### config.mk
export PLATFORM = sky130hd
export DESIGN_NAME = sample_capture
export DESIGN_NICKNAME = d
export VERILOG_FILES = /design/src/rtl/sample_capture_pkg.sv /design/src/rtl/sample_capture.sv
export SDC_FILE = /design/constraint.sdc
export NUM_CORES = 1
export LEC_CHECK = 0
export BUFFER_PORTS_ARGS = -buffer_cell sky130_fd_sc_hd__buf_2
export CAP_MARGIN = 0
export CORE_ASPECT_RATIO = 2
export CORE_MARGIN = 3
export CORE_UTILIZATION = 47
export CTS_CLUSTER_DIAMETER = 60
export DETAILED_ROUTE_END_ITERATION = 6
export PLACE_DENSITY = 0.75
export SYNTH_ARGS = -nofsm -noshare
export SYNTH_HDL_FRONTEND = slang
export SYNTH_SLANG_ARGS = --single-unit
### constraint.sdc
create_clock -name Clk -period 1.6 [get_ports Clk]
set_input_delay 0.08 -clock Clk [delete_from_list [all_inputs] [get_ports Clk]]
set_output_delay 0.08 -clock Clk [all_outputs]
set_load 0.01 [all_outputs]
### src/rtl/sample_capture_pkg.sv
// Shared spectrum-analyzer constants: frame geometry, RAM word width and the
// capture FSM encoding used by sample_capture, bitRevOrder and the FFT stages.
package sample_capture_pkg;

    localparam int N_POINTS = 1024;
    localparam int ADDR_W   = 10;
    localparam int DATA_W   = 18;

    typedef enum logic [1:0] {
        IDLE = 2'd0,
        FILL = 2'd1,
        DONE = 2'd2
    } captureState_t;

endpackage

### src/rtl/sample_capture.sv
// Captures one frame of ADC samples into a dual-port RAM, writing samples in
// even/odd pairs so each RAM cycle stores two natural-order points at once.
module sample_capture #(
    parameter int N_POINTS = sample_capture_pkg::N_POINTS,
    parameter int ADDR_W   = sample_capture_pkg::ADDR_W,
    parameter int IN_W     = 12,
    parameter int DATA_W   = sample_capture_pkg::DATA_W,
    parameter int DECIM    = 1
) (
    input  logic              Clk,
    input  logic              reset_n,
    input  logic              start,
    input  logic              sample_valid,
    input  logic [IN_W-1:0]   sample_in,
    output logic              write_enableA,
    output logic              write_enableB,
    output logic [ADDR_W-1:0] addrA,
    output logic [ADDR_W-1:0] addrB,
    output logic [DATA_W-1:0] DoutA,
    output logic [DATA_W-1:0] DoutB,
    output logic              busy,
    output logic              tc
);
    import sample_capture_pkg::*;

    localparam logic [7:0]        DECIM_LAST = 8'(DECIM - 1);
    localparam logic [ADDR_W-1:0] LAST_IDX   = ADDR_W'(N_POINTS - 1);

    captureState_t       stateReg, stateNext;
    logic [7:0]          decimCntReg;
    logic [ADDR_W-1:0]   sampleIdxReg;
    logic [DATA_W-1:0]   holdReg;
    logic                lastPendingReg;

    logic                writeEnReg;
    logic [ADDR_W-1:0]   addrAReg, addrBReg;
    logic [DATA_W-1:0]   doutAReg, doutBReg;
    logic                busyReg, tcReg;

    logic [DATA_W-1:0]   sampleExt;
    logic                accept;
    logic                pairWrite;

    assign sampleExt = {{(DATA_W - IN_W){sample_in[IN_W-1]}}, sample_in};

    // Once the final pair has been accepted, further samples are ignored until the frame closes.
    assign accept    = (stateReg == FILL) && sample_valid &&
                       (decimCntReg == 8'd0) && !lastPendingReg;
    assign pairWrite = accept && sampleIdxReg[0];

    always_comb begin
        stateNext = stateReg;
        case (stateReg)
            IDLE:    if (start) stateNext = FILL;
            FILL:    if (lastPendingReg) stateNext = DONE;
            DONE:    stateNext = IDLE;
            default: stateNext = IDLE;
        endcase
    end

    always_ff @(posedge Clk) begin
        if (!reset_n) begin
            stateReg       <= IDLE;
            decimCntReg    <= 8'd0;
            sampleIdxReg   <= '0;
            holdReg        <= '0;
            lastPendingReg <= 1'b0;
        end else begin
            stateReg       <= stateNext;
            lastPendingReg <= pairWrite && (sampleIdxReg == LAST_IDX);
            if (stateReg == IDLE && start) begin
                decimCntReg  <= 8'd0;
                sampleIdxReg <= '0;
            end else if (stateReg == FILL && sample_valid) begin
                decimCntReg <= (decimCntReg == DECIM_LAST) ? 8'd0 : decimCntReg + 8'd1;
                if (accept) begin
                    sampleIdxReg <= sampleIdxReg + 1'b1;
                    if (!sampleIdxReg[0]) holdReg <= sampleExt;
                end
            end
        end
    end

    // Address/data registers only move on a pair write, so they hold between pulses.
    always_ff @(posedge Clk) begin
        if (!reset_n) begin
            writeEnReg <= 1'b0;
            addrAReg   <= '0;
            addrBReg   <= '0;
            doutAReg   <= '0;
            doutBReg   <= '0;
            busyReg    <= 1'b0;
            tcReg      <= 1'b0;
        end else begin
            writeEnReg <= pairWrite;
            if (pairWrite) begin
                addrAReg <= {sampleIdxReg[ADDR_W-1:1], 1'b0};
                addrBReg <= sampleIdxReg;
                doutAReg <= holdReg;
                doutBReg <= sampleExt;
            end
            busyReg <= (stateNext != IDLE);
            tcReg   <= (stateNext == DONE);
        end
    end

    assign write_enableA = writeEnReg;
    assign write_enableB = writeEnReg;
    assign addrA         = addrAReg;
    assign addrB         = addrBReg;
    assign DoutA         = doutAReg;
    assign DoutB         = doutBReg;
    assign busy          = busyReg;
    assign tc            = tcReg;

endmodule

==> impl_metrics.ini <==
[outcome]
status = finished with violations
violations = negative setup slack

[setup_path]
cp_data_required_time_ps = 1860
cp_max_fo = 6
endpoint_kind = register
crit_type = reg2reg
cp_data_arrival_time_ps = 1920
cp-start-kind = register

[synthesis]
syn_inst = 332
syn_area_mm2 = 0.002835
ys.warnings.count = 0
synth.distinct_cells = 38
avgSynthCellArea_um2 = 8.540
syn_nets = 351
ys_ff_latch = 70
synth_edf_count = 0
synth_top_flop_cell = dfxtp_1
synthArstFlopShare_pct = 0
synth.yosys.seq_area_share_pct = 49.43

[job]
drv_cap = 0

[placed_design]
placedCellCount = 438
io_buffers = 74
gp_congestion = 0.7637
dp_hpwl_um = 4483
place_ws_ps = -82.31

[route]
vias_per_cell = 5.379
drc = 0
routedWlPerCell_um = 15.37
antenna_left = 0
vias = 2539
drt-total-wl_um = 7255
drt_iter0_markers = 188
dr.pass1.iters = 4

[finish]
area_growth_pct = 33.50
regArea_mm2 = 0.001404
n_fill_cell = 477
drive_gt1_share_pct = 35.28
num_antenna_cells = 0
nets = 425
stdcell_count = 472
multiInputGateArea_mm2 = 0.001247

[clock_network]
insertion_delay_ps = 330
clkSinkCount = 70
cts.htree.levels = 3
ctsRootBufferMaster = clkbuf_16
cts_buffers = 9
path_clk_slew_ps = 60
cts_tree = built
clockBufferDepth = 2

[global_routing]
grt_start_max_net_pins = 79
grt_pass1_wl_um = 11310
grt_pass1_vias = 2459
antenna_found_initial = 0
overflow = 0
grtUsageTotal_pct = 21.60

[die]
pin_count = 76
die_area_mm2 = 0.007057
start_util_pct = 49.24
num_rows = 39
dieHeight_um = 115.8
placeableCoreArea_mm2 = 0.005758
die_width_um = 60.92

[power_and_ir_drop]
power_density_mw_per_mm2 = 1057
p_leak_nw = 1.634
peakVddDrop_mv = 0.6520

[timing]
finalWorstSetupSlack_ps = -67.99
max_freq_mhz = 599.5
slew_violations = 0
grt_setup_unrepaired = true
finalCriticalPeriod_ps = 1668
hold_violations = 0
final.setup_skew_ps = 6.383
finalCritPeriodShare_pct = 104.2
setup_viol = 12

[worst_hold_path]
hold_path.class = in2reg
-- flip-flops by register name (all words and copies together), names as in the netlist --
name	flops
addrB	10
tc	1
decimCntReg	8
DoutB	12
stateReg	2
holdReg	12
DoutA	12
busy	1
write_enableA	1
lastPendingReg	1
sampleIdxReg	10
-- final timing paths --
| kind | startpoint | end | slack [ps] | cells past startpoint |
|---|---|---|---|---|
| worst max register to register | decimCntReg[0]$_SDFFE_PP0P_ | holdReg[9]$_SDFFE_PN0P_ | -70 | 9 |
| worst max-delay path | decimCntReg[0]$_SDFFE_PP0P_ | holdReg[9]$_SDFFE_PN0P_ | -70 | 9 |
| worst min register to register | holdReg[4]$_SDFFE_PN0P_ | holdReg[4]$_SDFFE_PN0P_ | 460 | 2 |
| worst min-delay path | sample_in[2] | DoutB[2]$_SDFFE_PN0P_ | 20 | 3 |
-- report_power, final --
| part | switching (mW) | total (mW) | internal (mW) |
|---|---|---|---|
| sequential | 0.0121 | 1.78 | 1.77 |
| clock | 0.704 | 1.99 | 1.28 |
| combinational | 0.128 | 0.236 | 0.107 |
| total | 0.844 | 4.00 | 3.16 |
-- area by class of cell --
type	instances	share of cell area [%]
multi-input combinational	213	32.96
clock inverter	4	1.190
sequential	70	37.09
timing repair buffer	107	19.47
inverter	5	0.4959
clock buffer	12	6.777
tap	61	2.017
-- per-stage QoR --
| stage | area, µm² | setup TNS, ps | hold slack, ps | total power, mW | utilization [%] |
|---|---|---|---|---|---|
| floorplan | 2835 | 0 | 210.4 | 1.918 | - |
| global placement | 3171 | -105.3 | 319.7 | 1.979 | 55.06 |
| detailed placement | 3171 | -891.2 | 326.3 | 1.985 | 55.06 |
| CTS | 3680 | -300.1 | 5.314 | 4.012 | 63.91 |
| global route | 3785 | -3254 | 26.52 | 4.132 | 65.73 |
| finish | 3785 | -414.0 | 21.38 | 4.002 | 65.73 |
-- Yosys cell counts (2+ instances only) --
library cell / count / area share (%)
clkbuf_1: 9 / 1.2
nor2_1: 14 / 1.9
buf_2: 7 / 1.2
nand3_1: 48 / 8.5
o21ai_0: 51 / 9.0
buf_1: 4 / 0.53
a21oi_1: 8 / 1.4
buf_4: 23 / 6.1
inv_1: 5 / 0.66
xor2_1: 3 / 0.93
nand2_1: 41 / 5.4
ha_1: 3 / 1.3
or3_1: 8 / 1.8
nand4_1: 6 / 1.3
dfxtp_1: 70 / 49
nor3_1: 4 / 0.71
and4b_1: 2 / 0.71
xnor2_1: 6 / 1.9
-- logic make-up (layout without fill, tap and decap cells) --
kind of cell	Yosys count	count (layout)	share of synthesized area [%]
DFF	70	70	49.43
adders and majority gates	3	3	1.324
AOI/OAI and AO/OA	63	63	11.43
buffers and inverters	49	128	9.885
xor gates and xnor gates	9	9	2.780
and+or+nand+nor	135	135	24.27
other	1	1	0.1323
muxes	2	2	0.7502
-- layout by cell type (no fill, tap or decap), drive strengths merged, types with 2 or more instances in the layout --
cell type / count
buf: 101
dfxtp: 70
o21ai: 52
nand3: 48
nand2: 41
nor2: 14
clkbuf: 13
or3: 8
a21oi: 8
nand4: 6
xnor2: 6
dlygate4sd3: 5
inv: 5
nor3: 4
xor2: 3
clkinv: 3
and4b: 3
ha: 3
and4: 2
-- worst max-delay path, cell delays in order, from the launching register on --
cell and delay, ps:
dfxtp_2 320, inv_2 80, ha_4 120, nor4b_4 200
buf_4 160, and4b_4 320, buf_12 130, buf_16 110
nand3_2 70, o21ai_1 90
-- timing repair --
item,CTS,global route
hold buffers,5,0
setup endpoints to repair,50,55
pin swaps,10,9
gates cloned,2,1
hold endpoints to repair,5,0
setup buffers,9,2
resized for setup,15,26
-- layer usage --
| metal | routed length [µm] | vias to the layer above | track usage, % |
|---|---|---|---|
| met5 | 0 | - | 0 |
| met4 | 225 | 0 | 12.74 |
| met3 | 296 | 19 | 4.905 |
| met2 | 4095 | 75 | 38.67 |
| met1 | 2637 | 1173 | 21.55 |
| li1 | - | 1272 | - |
Note: power is estimated with default switching activity, not from simulation.
